===== config.mk =====
export PLATFORM = sky130hd
export DESIGN_NAME = load_store_unit
export DESIGN_NICKNAME = d
export VERILOG_FILES = /design/src/rtl/lsu_pkg.sv /design/src/rtl/lsu_align.sv /design/src/rtl/load_store_unit.sv
export SDC_FILE = /design/constraint.sdc
export NUM_CORES = 1
export LEC_CHECK = 0
export CAP_MARGIN = 10
export CORE_MARGIN = 2
export CORE_UTILIZATION = 25
export DETAILED_ROUTE_END_ITERATION = 7
export GPL_TIMING_DRIVEN = 1
export PLACE_DENSITY_LB_ADDON = 0.1
export SETUP_SLACK_MARGIN = 0.5
export SLEW_MARGIN = 20
export SYNTH_ARGS = -nofsm -noshare
export SYNTH_HDL_FRONTEND = slang
export SYNTH_SLANG_ARGS = --single-unit

===== constraint.sdc =====
create_clock -name clk_i -period 3.4 [get_ports clk_i]
set_clock_uncertainty 0.1 [all_clocks]
set_input_delay 0.68 -clock clk_i [delete_from_list [all_inputs] [get_ports clk_i]]
set_output_delay 0.68 -clock clk_i [all_outputs]
set_load 0.1 [all_outputs]

===== src/rtl/lsu_pkg.sv =====
// Shared types, funct3 encodings and decode helpers for the load/store unit.
package lsu_pkg;

  localparam int LSU_ADDR_W    = 10;
  localparam int LSU_MEM_WORDS = 1 << LSU_ADDR_W;

  typedef enum logic [2:0] {
    IDLE,
    ACC0,
    ACC1,
    LAST,
    RESP
  } lsu_state_e;

  localparam logic [2:0] LB  = 3'd0;
  localparam logic [2:0] LH  = 3'd1;
  localparam logic [2:0] LW  = 3'd2;
  localparam logic [2:0] LBU = 3'd4;
  localparam logic [2:0] LHU = 3'd5;
  localparam logic [2:0] SB  = 3'd0;
  localparam logic [2:0] SH  = 3'd1;
  localparam logic [2:0] SW  = 3'd2;

  function automatic logic [2:0] size_bytes(input logic [2:0] funct3);
    case (funct3[1:0])
      2'd0:    return 3'd1;
      2'd1:    return 3'd2;
      default: return 3'd4;
    endcase
  endfunction

  function automatic logic funct3_legal(input logic is_store, input logic [2:0] funct3);
    if (is_store) return funct3 inside {SB, SH, SW};
    return funct3 inside {LB, LH, LW, LBU, LHU};
  endfunction

endpackage


===== src/rtl/lsu_align.sv =====
// Byte-lane alignment: lane mask, lane-positioned store data and extended load result.
module lsu_align
  import lsu_pkg::*;
(
  input  logic [1:0]  offset_i,
  input  logic [2:0]  funct3_i,
  input  logic [31:0] store_data_i,
  input  logic [63:0] load_raw_i,
  output logic [7:0]  lane_mask_o,
  output logic [63:0] store_data_o,
  output logic [31:0] load_data_o
);

  logic [3:0]  base_mask;
  logic [31:0] load_window;

  always_comb begin
    case (funct3_i[1:0])
      2'd0:    base_mask = 4'b0001;
      2'd1:    base_mask = 4'b0011;
      default: base_mask = 4'b1111;
    endcase

    lane_mask_o  = {4'b0000, base_mask} << offset_i;
    store_data_o = {32'b0, store_data_i} << {offset_i, 3'b000};
    // The two captured words form a 64-bit window; the access starts at byte offset_i.
    load_window  = 32'(load_raw_i >> {offset_i, 3'b000});

    case (funct3_i)
      LB:      load_data_o = {{24{load_window[7]}}, load_window[7:0]};
      LH:      load_data_o = {{16{load_window[15]}}, load_window[15:0]};
      LBU:     load_data_o = {24'b0, load_window[7:0]};
      LHU:     load_data_o = {16'b0, load_window[15:0]};
      default: load_data_o = load_window;
    endcase
  end

endmodule


===== src/rtl/load_store_unit.sv =====
// Data-memory master: splits misaligned accesses into two word accesses and
// returns aligned, extended load data one transaction at a time.
module load_store_unit
  import lsu_pkg::*;
#(
  parameter int ADDR_W    = LSU_ADDR_W,
  parameter int MEM_WORDS = LSU_MEM_WORDS
) (
  input  logic              clk_i,
  input  logic              reset_i,
  input  logic              req_valid_i,
  output logic              req_ready_o,
  input  logic              is_store_i,
  input  logic [2:0]        funct3_i,
  input  logic [31:0]       addr_i,
  input  logic [31:0]       store_data_i,
  output logic              resp_valid_o,
  output logic [31:0]       load_data_o,
  output logic              err_o,
  output logic [ADDR_W-1:0] mem_addr_o,
  output logic              mem_read_o,
  output logic              mem_write_o,
  output logic [3:0]        mem_be_o,
  output logic [31:0]       mem_wdata_o,
  input  logic [31:0]       mem_rdata_i
);

  lsu_state_e        state_q, state_d;
  logic              is_store_q, is_store_d;
  logic [2:0]        funct3_q, funct3_d;
  logic [1:0]        offset_q, offset_d;
  logic [ADDR_W-1:0] word0_q, word0_d;
  logic              split_q, split_d;
  logic              err_q, err_d;
  logic [31:0]       sdata_q, sdata_d;
  logic [31:0]       lo_q, lo_d;
  logic [31:0]       hi_q, hi_d;

  logic [2:0]        acc_size;
  logic              acc_split;
  logic              acc_err;
  logic              rd_req, wr_req;

  logic [7:0]        lane_mask;
  logic [63:0]       sdata_sh;
  logic [31:0]       load_ext;

  always_comb begin
    acc_size  = size_bytes(funct3_i);
    acc_split = ({1'b0, addr_i[1:0]} + acc_size) > 3'd4;
    // A split access at the top word would wrap to word 0, so it is refused.
    acc_err   = (|addr_i[31:ADDR_W+2])
             || (acc_split && (addr_i[ADDR_W+1:2] == ADDR_W'(MEM_WORDS - 1)))
             || !funct3_legal(is_store_i, funct3_i);
  end

  lsu_align u_align (
    .offset_i     (offset_q),
    .funct3_i     (funct3_q),
    .store_data_i (sdata_q),
    .load_raw_i   ({hi_q, lo_q}),
    .lane_mask_o  (lane_mask),
    .store_data_o (sdata_sh),
    .load_data_o  (load_ext)
  );

  always_comb begin
    // NOTE: every signal assigned in this block gets a default first, so no path infers a latch.
    state_d      = state_q;
    is_store_d   = is_store_q;
    funct3_d     = funct3_q;
    offset_d     = offset_q;
    word0_d      = word0_q;
    split_d      = split_q;
    err_d        = err_q;
    sdata_d      = sdata_q;
    lo_d         = lo_q;
    hi_d         = hi_q;
    req_ready_o  = 1'b0;
    resp_valid_o = 1'b0;
    err_o        = 1'b0;
    load_data_o  = '0;
    rd_req       = 1'b0;
    wr_req       = 1'b0;
    mem_addr_o   = '0;
    mem_be_o     = '0;
    mem_wdata_o  = '0;

    case (state_q)
      IDLE: begin
        req_ready_o = 1'b1;
        if (req_valid_i) begin
          is_store_d = is_store_i;
          funct3_d   = funct3_i;
          offset_d   = addr_i[1:0];
          word0_d    = addr_i[ADDR_W+1:2];
          split_d    = acc_split;
          err_d      = acc_err;
          sdata_d    = store_data_i;
          lo_d       = '0;
          hi_d       = '0;
          state_d    = acc_err ? RESP : ACC0;
        end
      end

      ACC0: begin
        mem_addr_o = word0_q;
        if (is_store_q) begin
          wr_req      = 1'b1;
          mem_be_o    = lane_mask[3:0];
          mem_wdata_o = sdata_sh[31:0];
        end else begin
          rd_req = 1'b1;
        end
        if (split_q)         state_d = ACC1;
        else if (is_store_q) state_d = RESP;
        else                 state_d = LAST;
      end

      ACC1: begin
        mem_addr_o = word0_q + ADDR_W'(1);
        if (is_store_q) begin
          wr_req      = 1'b1;
          mem_be_o    = lane_mask[7:4];
          mem_wdata_o = sdata_sh[63:32];
          state_d     = RESP;
        end else begin
          rd_req  = 1'b1;
          lo_d    = mem_rdata_i;
          state_d = LAST;
        end
      end

      LAST: begin
        if (split_q) hi_d = mem_rdata_i;
        else         lo_d = mem_rdata_i;
        state_d = RESP;
      end

      RESP: begin
        resp_valid_o = 1'b1;
        err_o        = err_q;
        load_data_o  = (is_store_q || err_q) ? 32'b0 : load_ext;
        state_d      = IDLE;
      end

      default: state_d = IDLE;
    endcase

    // Strobes drop as soon as reset is seen so an interrupted split never touches word1.
    mem_read_o  = rd_req && !reset_i;
    mem_write_o = wr_req && !reset_i;
  end

  // NOTE: sequential state uses non-blocking assignments so all registers update together at the edge.
  always_ff @(posedge clk_i) begin
    if (reset_i) begin
      state_q    <= IDLE;
      is_store_q <= 1'b0;
      funct3_q   <= '0;
      offset_q   <= '0;
      word0_q    <= '0;
      split_q    <= 1'b0;
      err_q      <= 1'b0;
      sdata_q    <= '0;
      lo_q       <= '0;
      hi_q       <= '0;
    end else begin
      state_q    <= state_d;
      is_store_q <= is_store_d;
      funct3_q   <= funct3_d;
      offset_q   <= offset_d;
      word0_q    <= word0_d;
      split_q    <= split_d;
      err_q      <= err_d;
      sdata_q    <= sdata_d;
      lo_q       <= lo_d;
      hi_q       <= hi_d;
    end
  end

endmodule


---- Yosys cells after proc, flatten, opt, wreduce, memory -nomap -nowiden ----
Cells that the tools add are included.
operators by class
  $add $sub $neg .......................... 2
  order comparisons ....................... 1
  equality and inequality tests ........... 18
  shifts and indexed selects .............. 3
  mux-type cells .......................... 33
  reductions and logical operators ........ 22
operators with widths
  kind                     count
  $mux W32                 8
  $pmux W32 S2             2
  $pmux W32 S4             1
  $pmux W32 S3             1
  $shl A32 B5 Y64          1
  $shr A64 B5 Y32          1
  $pmux W10 S2             1
  $reduce_or A20 Y1        1
  $pmux W4 S2              2
  $eq A3 B3 Y1 const B     5
  $mux W3                  4
  $pmux W3 S4              1
  $add A10 B1 Y10 const B  1
  $eq A10 B10 Y1 const B   1
  $mux W1                  10
  $eq A3 B1 Y1 const B     3
  $eq A3 B2 Y1 const B     3
  $logic_not A3 Y1         3
  $mux W4                  2
  $ne A2 B2 Y1 const B     4
  $shl A4 B2 Y8            1
  $pmux W3 S2              1
  $reduce_bool A3 Y1       2
  $reduce_bool A5 Y1       1
  other kinds (12)         19
storage, ports and cells
  bits in registers ....................... 117
  bits of input ports ..................... 103
  logic and storage cells ................. 89

---- Depth between registers and ports, before layout ----
Gate-level depths: netlist (run 1).
  depth in word-level cells ............... 10
  mapped depth ............................ 8

---- Cells and area by module ----
From an unflattened synthesis (run 1), not the netlist that was laid out.
unflattened totals
  cell total of the unflattened synthesis .. 932
  area total of the unflattened synthesis .. 7568.5 um^2
modules (own cells, without submodules)
  module           times used  cells each  area each (um^2)
  load_store_unit  1           690         5515.3
  lsu_align        1           242         2053.2

---- Worst setup path before layout (run 1) ----
OpenSTA, ideal clock, no wires.
  path type ............................... reg2out
  start ................................... register state_q[0]
  end ..................................... output port load_data_o[16]
  data arrival time ....................... 3.794 ns
  data required time ...................... 2.620 ns
  slack ................................... -1.174 ns
  cell stages (with the launch flop) ...... 4
  path buffers ............................ 0
  cell sequence ........................... dfxtp_1 nor3b_4 nand3_1 o21ai_0
on the way
  word-level cells in the longest chain between the ends .. 2
ends and longest elaborated chain
  what                    line                    RTL
  from (decl)             load_store_unit.sv:28   lsu_state_e state_q, state_d;
  from (signal assigned)  load_store_unit.sv:169  state_q <= state_d;
  $eq A3 B3 Y1            load_store_unit.sv:89   case (state_q)
  $mux W32                load_store_unit.sv:89
  to (decl)               load_store_unit.sv:18   output logic [31:0] load_data_o,
No other way between the ends.

---- Worst setup path in the final report (run 1) ----
  start ................................... register state_q[2]
  end ..................................... output port load_data_o[20]
The elaborated chain is that of the path after synthesis.

==> impl_results.md, run 1 <==
- PortBufs: ~190
- YS warnings: 0
- Status: finished, final reports clean
- Mapped Cells: between 800 and 900
- I/O pin cnt: approximately 190
- DRC violations left: 0
- Vias: slightly below 7k
- Worst EP arrival: 2.13 ns
- Die W: approximately 170 um
- Syn Nets: 966
- Post-detailed-route count of antenna-violating nets: 0
- First-pass GRT wire length: just under 40,000 um
- Most used cell along the critical path: buf_12
- Area contributors post-synth: dfxtp_1, mux2i_1, nand2_1
- Clock Pin Slew Worst Setup and Hold Paths: 0.08 ns
- Cell taking the most area after synthesis: dfxtp_1
- Post-Place Cells: roughly 1.3k
- TNS Setup: 0 ns
- Slew HR: around 62%
- Non-filler instance count after layout: approximately 1.4k
- Chip Height: roughly 170 um
- Pwr per Cell Area: 275.9 nW/um2
- Ys async rst share: 0%
- Clock sink total: ~110
- DR vias/cell: 4.905
- Antenna violations before repair: 1
- VDD IR max: about 0.21 mV
- Critical path's top delay family: simple AND/OR/NAND/NOR gates
- Stages on worst setup path: 7
- Setup WS post-layout: a little under 0.5 ns
- Total CTS buffers: 9
- Clk_lat worst skew: between 0.3 and 0.4 ns
- Initial Util: ~26%
- TritonCTS clock tree: done
- Total GRT Usage: a little under a fifth
- Fmax: ~340 MHz
- Total wire length: 25,870 um
- MaxCap Viol Count: 0
- Most frequent cells in the layout: nand2_1, dfxtp_1, clkdlybuf4s50_1
- CTS H-Tree Depth: 3
- Die area: roughly 28,000 um2
- Final slew viol count: 0
- Avg WL per Cell: between 15 and 20 um
- Worst-Margin Slew: about 0.57 ns
- Share of cells above drive strength 1: between 20% and 30%
- CP Launch Point: state_q[2]
- Netlist cell types: 57
- Site Rows: a little under 60
- Hold_ws: between 0.3 and 0.4 ns
- Core Area: about 26,000 um2
- Critical path type: flop to primary output
- Static Leak: 0.003757 uW
- Crit-path slowest cell: or4_4
- Sequential area share after synthesis: ~33%
- Largest net degree at the start of global routing: 55
- Layout fillers: roughly 2.6k
- Critical Path RT: between 2 and 3 ns
- Worst setup path end: load_data_o[20]
- First-pass detailed-route iteration total: 4
- Largest buffer count on any clock path: 2
- Final Hold Fails: 0
- Area of the multi-input gates: approximately 4900 um2
- #FFs+latches synth: 109
- Flop-to-flop setup slack: 1.28 ns
- GP Congestion: slightly below 0.8
- Storage element area: 2201 um2
- Synthesized cell area: approximately 6700 um2
- Syn-to-layout area delta: 65.14%
- Post-synth top flop: dfxtp_1
- Hold Crit Class: flop to flop
- Post-route minimum period: 2.914 ns
- Clock tree root buffer cell: clkbuf_16
- Vias in the first global route: roughly 6.6k
- FF-to-FF Start: state_q[1]
- Power, Total: 3052 uW
- RSZ-0062 raised after global routing: yes
- Worst path max stage delay: 0.55 ns
- Yosys top cell area share: between 30% and 40%
- Worst reg-to-reg path cell count: 7
- Final nets: between 1k and 1.5k
- Setup WS pre-CTS: about 0.46 ns
- Critical-path cell list: buf_8, nor3b_4, nand2_4, or4_4, buf_12, o21ai_4, buf_12
- Drt initial violations: about 400
- Congestion Overflow GR: 0
- Crit path capture type: primary output
- EDFF count, synth: 0
- WP buf/inv: 3
- Post-DP HPWL: 17,760 um
- Commonest non-fill, non-tap cell in the layout: nand2_1
- Worst R2R End: sdata_q[5]
- Startpoint Class: flop
- Final setup violation count: 0
- Avg Cell Area, Syn: between 7 and 8 um2
- CP max FO: 8
- Tcrit/Tclk final: 85.70%
## worst min-delay path, stage by stage, from the launching register on
cell	delay (ns)
dfxtp_1	0.31
nand2_1	0.05
a21oi_1	0.05
## routing by layer
metal	vias up	global-route usage, %	wire length, um
met5	-	0	0
met4	0	3.667	273
met3	12	3.238	1103
met2	149	29.39	12040
met1	3228	25.15	12460
li1	3350	-	-
## area by class of cell
cell class              count  area share (%)
repair buffers            237           28.97
multi-input cells         666           44.29
diodes                      1         0.02262
well taps                 335           3.788
inverters                  11          0.3732
flip-flops and latches    109           19.89
clock inverters             4          0.2714
clock buffers              11           2.386
## synth_stat cells (11+ instances only)
master	count
nand2_1	193
dfxtp_1	109
clkbuf_1	42
o21ai_0	25
a21oi_1	111
nor2_1	28
a211oi_1	11
nand3_1	30
buf_2	17
mux2_2	21
o2bb2ai_1	16
nand2b_1	35
mux2i_1	74
## sequential cells by signal, summed over array words and instances (netlist names)
name / cells
state_q: 3
word0_q: 10
lo_q: 32
split_q: 1
err_q: 1
offset_q: 2
is_store_q: 1
hi_q: 24
funct3_q: 3
sdata_q: 32
## where the power goes
part	total (uW)	internal [uW]	leakage, uW	switching (uW)
combinational	615	279	0.00272	336
clock	1060	562	0.000143	502
sequential	1370	1310	0.000891	60.7
total	3050	2150	0.00376	899
## per-stage QoR
stage | utilization [%] | cell area (um2)
final | 42.22 | 11060
after global routing | 42.21 | 11060
after CTS | 41.43 | 10860
after detailed placement | 38.54 | 10100
after global placement | 38.54 | 10100
after floorplan | - | 7177
## cell families (layout without fill, tap and decap cells)
kind of cell	after synthesis	after routing	synth area share [%]
flops	109	109	32.57
buf+inv	85	263	5.714
xor+xnor	5	5	0.6537
fa+ha+maj	3	3	0.6722
other cells	0	1	0
mux	103	103	17.27
simple gates	344	344	24.24
compound gates	211	211	18.88
## worst min-delay path by stage
stage	start	endpoint	slack [ns]	depth (start not counted)
6_report	hi_q[20]	hi_q[20]	0.35	2
4_1_cts	hi_q[20]	hi_q[20]	0.35	2
3_5_place_dp	hi_q[20]	hi_q[20]	0.34	2
2_1_floorplan	hi_q[10]	hi_q[10]	0.33	2
3_3_place_gp	hi_q[20]	hi_q[20]	0.34	2
5_1_grt	hi_q[10]	hi_q[10]	0.37	2
## timing repair
action	in CTS	in global routing
resized for setup	53	19
endpoints found under the setup margin	68	59
cloned	2	0
pin swaps	4	6
setup buffers	16	5
hold buffers	0	0
hold endpoints to repair	0	0
No activity file was read; power rests on OpenSTA's default activity.
==> run 2, diff against run 1 <==
--- a/config.mk
+++ b/config.mk
@@ -8,10 +8,11 @@
 export CAP_MARGIN = 10
 export CORE_MARGIN = 2
 export CORE_UTILIZATION = 25
+export CTS_BUF_LIST = sky130_fd_sc_hd__clkbuf_8
 export DETAILED_ROUTE_END_ITERATION = 7
 export GPL_TIMING_DRIVEN = 1
 export PLACE_DENSITY_LB_ADDON = 0.1
-export SETUP_SLACK_MARGIN = 0.5
+export SETUP_SLACK_MARGIN = 0.05
 export SLEW_MARGIN = 20
 export SYNTH_ARGS = -nofsm -noshare
 export SYNTH_HDL_FRONTEND = slang
==> run 2 against run 1 <==
Net effect: power decreased by 8.8%; sequential share of layout area increased by 1.3 points; worst hold slack improved by 0.0055 ns; first-iteration DRC count decreased by 7.7%; non-clock buffer count decreased by 17; critical path type unchanged; largest cell class unchanged.
==> impl_results.md, run 2 (same netlist as run 1, synthesis figures left out) <==
- Post-route minimum period: ~3.3 ns
- Final slew viol count: 0
- Tcrit/Tclk final: 96.16%
- GP Congestion: a little under 0.8
- Clock sink total: 109
- Total internal power: 1912 uW
- Share of cells above drive strength 1: between 20% and 30%
- Total wire length: between 20,000 and 25,000 um
- DRC violations left: 0
- TritonCTS clock tree: done
- Final nets: between 1k and 1.5k
- Clock Pin Slew Worst Setup and Hold Paths: approximately 0.11 ns
- Net load switching power: 871.7 uW
- Critical path type: flop to primary output
- Crit path capture type: primary output
- Congestion Overflow GR: 0
- Worst EP arrival: 2.49 ns
- Post-detailed-route count of antenna-violating nets: 0
- Post-DP HPWL: around 18,000 um
- Hold Crit Class: flop to flop
- Die area: between 20,000 and 30,000 um2
- Largest buffer count on any clock path: 2
- Status: finished, final reports clean
- Vias in the first global route: around 6.5k
- Final setup violation count: 0
- Avg WL per Cell: 18.30 um
- CP max FO: 14
- Die W: between 150 and 200 um
- PortBufs: between 150 and 200
- DR vias/cell: roughly 5
- Core Area: ~26,000 um2
- Pwr per Cell Area: 269.3 nW/um2
- Largest net degree at the start of global routing: 58
- Vias: about 6.6k
- Total CTS buffers: 9
- Worst-Margin Slew: slightly above 0.8 ns
- Most frequent cells in the layout: nand2_1, dfxtp_1, clkdlybuf4s50_1
- Diodes inserted: 0
- Top Registers: lo_q (32), sdata_q (32), hi_q (24)
- Critical-path cell list: or3b_2, nor2_1, and3_1, buf_4, o2bb2ai_2, buf_12
- Combinational power share: 20.4%
- First-pass detailed-route iteration total: 5
- Net Sw Frac: a little under a third
- Post-route cell area: 10,330 um2
- Flop-to-flop setup slack: 1.40 ns
- Clk pwr share: approximately 30%
- Total GRT Usage: 17.62%
- VDD IR max: about 0.17 mV
- Startpoint Class: flop
- Slew HR: a little under half
- Antenna violations before repair: 0
- Final Hold Fails: 0
- Critical Path RT: between 2 and 3 ns
- RSZ-0062 raised after global routing: no
- I/O pin cnt: 186
- Commonest non-fill, non-tap cell in the layout: nand2_1
- Site Rows: a little under 60
- Static Leak: between 0.003 and 0.004 uW
- First-pass GRT wire length: roughly 40,000 um
- Drt initial violations: between 300 and 400
- Clock tree root buffer cell: clkbuf_8
- Chip Height: 167.7 um
- MaxCap Viol Count: 0
- Initial Util: between 20 and 30%
- CTS H-Tree Depth: 3
- Fmax: approximately 300 MHz
- Crit-path slowest cell: dfxtp_2
- Syn-to-layout area delta: 54.23%
- Seq pwr share: between 40% and 50%
- DP Area: between 10,000 and 15,000 um2
- Setup WS post-layout: 0.1304 ns
- Clk_lat worst skew: around 0.39 ns
- Setup WS pre-CTS: 0.4095 ns
- Worst path max stage delay: around 0.54 ns
[run 2: cell count changes in the layout (fill, tap and decap cells not counted), sizes merged]
cell,previous run,this run
buf,135,119
bufbuf,1,0
bufinv,0,1
clkbuf,11,9
clkinvlp,1,2
diode,1,0
inv,11,12
[run 2: stage by stage]
step	util, %	hold slack [ns]	setup TNS (ns)	total power (uW)	cells
final	39.43	0.3560	0	2783	1357
after detailed placement	38.51	0.3417	0	1977	1337
after global placement	38.51	0.3371	0	1976	1337
after floorplan	-	0.3284	-6.259	1716	860
after global routing	39.43	0.3765	0	2921	1357
after CTS	39.27	0.3592	0	2825	1353
[run 2: power groups by stage]
stage	Combinational (uW)	Clock [uW]	Sequential, uW
3_3_place_gp	571	0	1400
6_report	568	840	1380
5_1_grt	614	922	1380
4_1_cts	574	876	1380
3_5_place_dp	572	0	1400
2_1_floorplan	343	0	1370
[run 2: final cells by class]
type,count,area [um2]
Clock buffer,9,123.9
Fill cell,2658,15870
Inverter,11,41.29
Tap cell,335,419.2
Timing Repair Buffer,220,2855
Sequential cell,109,2193
Clock inverter,7,72.57
Multi-Input combinational cell,666,4628
[run 2: critical path, delay by kind of cell (launching register included)]
family          cells  cell delay (ns)
simple gates        3             0.95
compound gates      1             0.18
flops               1             0.54
buf+inv             2             0.42
[run 2: final timing paths]
path,start,end,cells past startpoint
max reg2reg,state_q[1],hi_q[6],6
min reg2reg,hi_q[14],hi_q[14],2
min,hi_q[14],hi_q[14],2
max,state_q[1],mem_wdata_o[18],6
[run 2: layer usage]
metal	track usage (%)	vias up	wire length, um
li1	-	3313	-
met1	25.01	3129	12040
met2	27.82	174	11220
met3	3.238	16	1245
met4	3.856	0	327
met5	0	-	0
[run 2: timing repair]
| action | CTS | global route |
|---|---|---|
| setup buffers | 0 | 4 |
| pin swaps | 0 | 1 |
| hold buffers | 0 | 0 |
| endpoints found under the setup margin | 17 | 1 |
| resized for setup | 2 | 0 |
| hold endpoints to repair | 0 | 0 |
==> run 3, diff against run 2 <==
--- a/config.mk
+++ b/config.mk
@@ -5,7 +5,8 @@
 export SDC_FILE = /design/constraint.sdc
 export NUM_CORES = 1
 export LEC_CHECK = 0
-export CAP_MARGIN = 10
+export ABC_AREA = 1
+export CAP_MARGIN = 40
 export CORE_MARGIN = 2
 export CORE_UTILIZATION = 25
 export CTS_BUF_LIST = sky130_fd_sc_hd__clkbuf_8
==> run 3 against run 2 <==
Net effect: cell count up 15%; global-route usage up 1.9 points; die area down 2.7%; sequential share of layout area up 0.56 points; clock-buffer cell count up 1; wire length up 6.6%; utilization down 0.61 points; fmax up 4.0%; setup slack better by 0.12 ns.
==> impl_results.md, run 3 <==
- Status: finished, final reports clean
- Worst hold path cell count: 2
- MaxCap Viol Count: 0
- Ys async rst share: 0%
- Post-route cell area: roughly 10,000 um2
- Simple-gate share of the synthesized area: 33.05%
- Clock tree root buffer cell: clkbuf_8
- Pwr per Cell Area: about 350 nW/um2
- Post-DP HPWL: just under 20,000 um
- Core Area: between 20,000 and 30,000 um2
- Critical Path RT: ~2.6 ns
- HP Start: hi_q[7]
- Post-CTS Hold Fix Bufs: 0
- Critical path type: flop to primary output
- #FFs+latches synth: roughly 110
- Vias: ~7.5k
- Initial Util: 25.22%
- DR vias/cell: ~4.8
- Total CTS buffers: 9
- Non-filler instance count after layout: approximately 1.6k
- Hold Crit Class: flop to flop
- GR Util met2: 29.40%
- # Post-CTS Setup Buffers: 0
- Post-Place Cells: around 1.5k
- Slew HR: between 60% and 70%
- DP Area: roughly 9800 um2
- GP Congestion: 0.8461
- First-pass GRT wire length: roughly 41,000 um
- Syn Nets: 1,171
- Share of cells above drive strength 1: approximately 16%
- Worst R2R End: hi_q[0]
- Clock sink total: roughly 110
- Die area: between 20,000 and 30,000 um2
- DRC violations left: 0
- Vias in the first global route: 7,038
- TritonCTS clock tree: done
- Static Leak: ~0.0038 uW
- Final nets: between 1k and 1.5k
- Diodes inserted: 0
- Syn-to-layout area delta: 53.92%
- Final setup violation count: 0
- Synth top cells by count: nand2_1, nor2_1, o21ai_0
- Drt initial violations: slightly below 500
- Congestion Overflow GR: 0
- Chip Height: roughly 170 um
- Total wire length: between 20,000 and 30,000 um
- Site Rows: approximately 60
- Cell taking the most area after synthesis: dfxtp_1
- Fmax: between 300 and 400 MHz
- I/O pin cnt: about 190
- Synth Area in XOR/XNOR: less than 1%
- Worst Hold End: hi_q[7]
- Netlist cell types: 40
- Post-route minimum period: 3.145 ns
- First-pass detailed-route iteration total: 5
- Flop-to-flop setup slack: between 1 and 1.5 ns
- Worst-Margin Slew: approximately 0.60 ns
- Clock Pin Slew Worst Setup and Hold Paths: around 0.11 ns
- Synthesized cell area: roughly 6500 um2
- Crit path capture type: primary output
- Sequential area share after synthesis: roughly 33%
- YS warnings: 0
- Area contributors post-synth: dfxtp_1, nand2_1, o21ai_0
- Clk_lat worst skew: approximately 0.4 ns
- Avg WL per Cell: about 17 um
- Tcrit/Tclk final: slightly above 90%
- Adder-Cell Fraction of Synth Area: 0.6912%
- Total GRT Usage: approximately a fifth
- Avg Cell Area, Syn: 6.119 um2
- Top Registers: lo_q (32), sdata_q (32), hi_q (24)
- Final Hold Fails: 0
- Mapped Cells: ~1.1k
- Final slew viol count: 0
- FF-to-FF Start: state_q[0]
- Global route hottest layer: met2
- Met1 global-route usage: between 20% and 30%
- Antenna violations before repair: 0
- Synth Area in Compound Gates: ~22%
- Commonest non-fill, non-tap cell in the layout: nand2_1
- RSZ-0062 raised after global routing: no
- PortBufs: 185
- Post-synth top flop: dfxtp_1
- Multiplexer share of the synthesized area: less than 1%
- Post_cts resized: 0
- Worst EP arrival: 2.37 ns
- VDD IR max: approximately 0.14 mV
- Count leader, synth: nand2_1
- CTS H-Tree Depth: 3
- Post-detailed-route count of antenna-violating nets: 0
- Largest family of logic cells by synthesized area: simple AND/OR/NAND/NOR gates
- EDFF count, synth: 0
- Die W: around 170 um
- Largest net degree at the start of global routing: between 90 and 100
- Hold_ws: roughly 0.37 ns
- GR Layer Usage met3: 3.272%
- Startpoint Class: flop
- Largest buffer count on any clock path: 2
- Most frequent cells in the layout: nand2_1, nor2_1, o21ai_0, dfxtp_1, clkdlybuf4s50_1
- Worst reg-to-reg path cell count: 9
- Yosys top cell area share: 33.49%
- CP max FO: between 40 and 50
[run 3: final cells by class]
| cell class | instances | area (um2) |
|---|---|---|
| flip-flops and latches | 109 | 2185 |
| clock inverters | 6 | 93.84 |
| clock buffers | 10 | 137.6 |
| fillers | 2757 | 15810 |
| multi-input cells | 801 | 4026 |
| repair buffers | 213 | 2841 |
| well taps | 335 | 419.2 |
| inverters | 86 | 326.6 |
[run 3: power breakdown]
group          internal (uW)  switching, uW  leakage, uW
clock                    444            499     0.000119
sequential              1370           72.1     0.000897
combinational            394            700      0.00282
total                   2210           1270      0.00384
[run 3: worst max path at each step]
stage                      from               to  slack (ns)  cells after the start
global route         state_q[1]  mem_wdata_o[13]        0.07                      9
global placement    offset_q[0]  mem_wdata_o[31]        0.61                      7
detailed placement  funct3_i[1]            err_q        0.59                     12
floorplan            state_q[2]            err_o       -0.69                      2
finish              offset_q[0]  mem_wdata_o[31]        0.25                      7
CTS                 offset_q[0]  mem_wdata_o[31]        0.18                      7
[run 3: layer usage]
| layer | vias to the layer above | wire length, um |
|---|---|---|
| met5 | - | 0 |
| met4 | 0 | 405 |
| met3 | 24 | 1659 |
| met2 | 228 | 11400 |
| met1 | 3426 | 13010 |
| li1 | 3783 | - |
[run 3: cell families after synthesis]
kind of cell,after synthesis
XOR/XNOR,1
AND/OR/NAND/NOR,524
buffers and inverters,155
multiplexers,4
AO/OA/AOI/OAI,269
adder cells (fa/ha/maj),3
flip-flops,109
[run 3: critical path, cell delays in order, from the launching register on]
cell and delay (ns):
dfxtp_2 0.39, buf_4 0.39, buf_6 0.32, nand2_1 0.08
o21ai_0 0.22, o21ai_0 0.15, nor2_1 0.21, buf_12 0.21
[run 3: stage by stage]
step	power [uW]	util [%]	setup WS [ns]	TNS, ns
2_1_floorplan	2156	-	-0.6919	-3.475
3_3_place_gp	2563	37.80	0.6052	0
3_5_place_dp	2569	37.91	0.5907	0
4_1_cts	3524	38.80	0.1783	0
5_1_grt	3682	38.82	0.06667	0
6_report	3480	38.82	0.2547	0
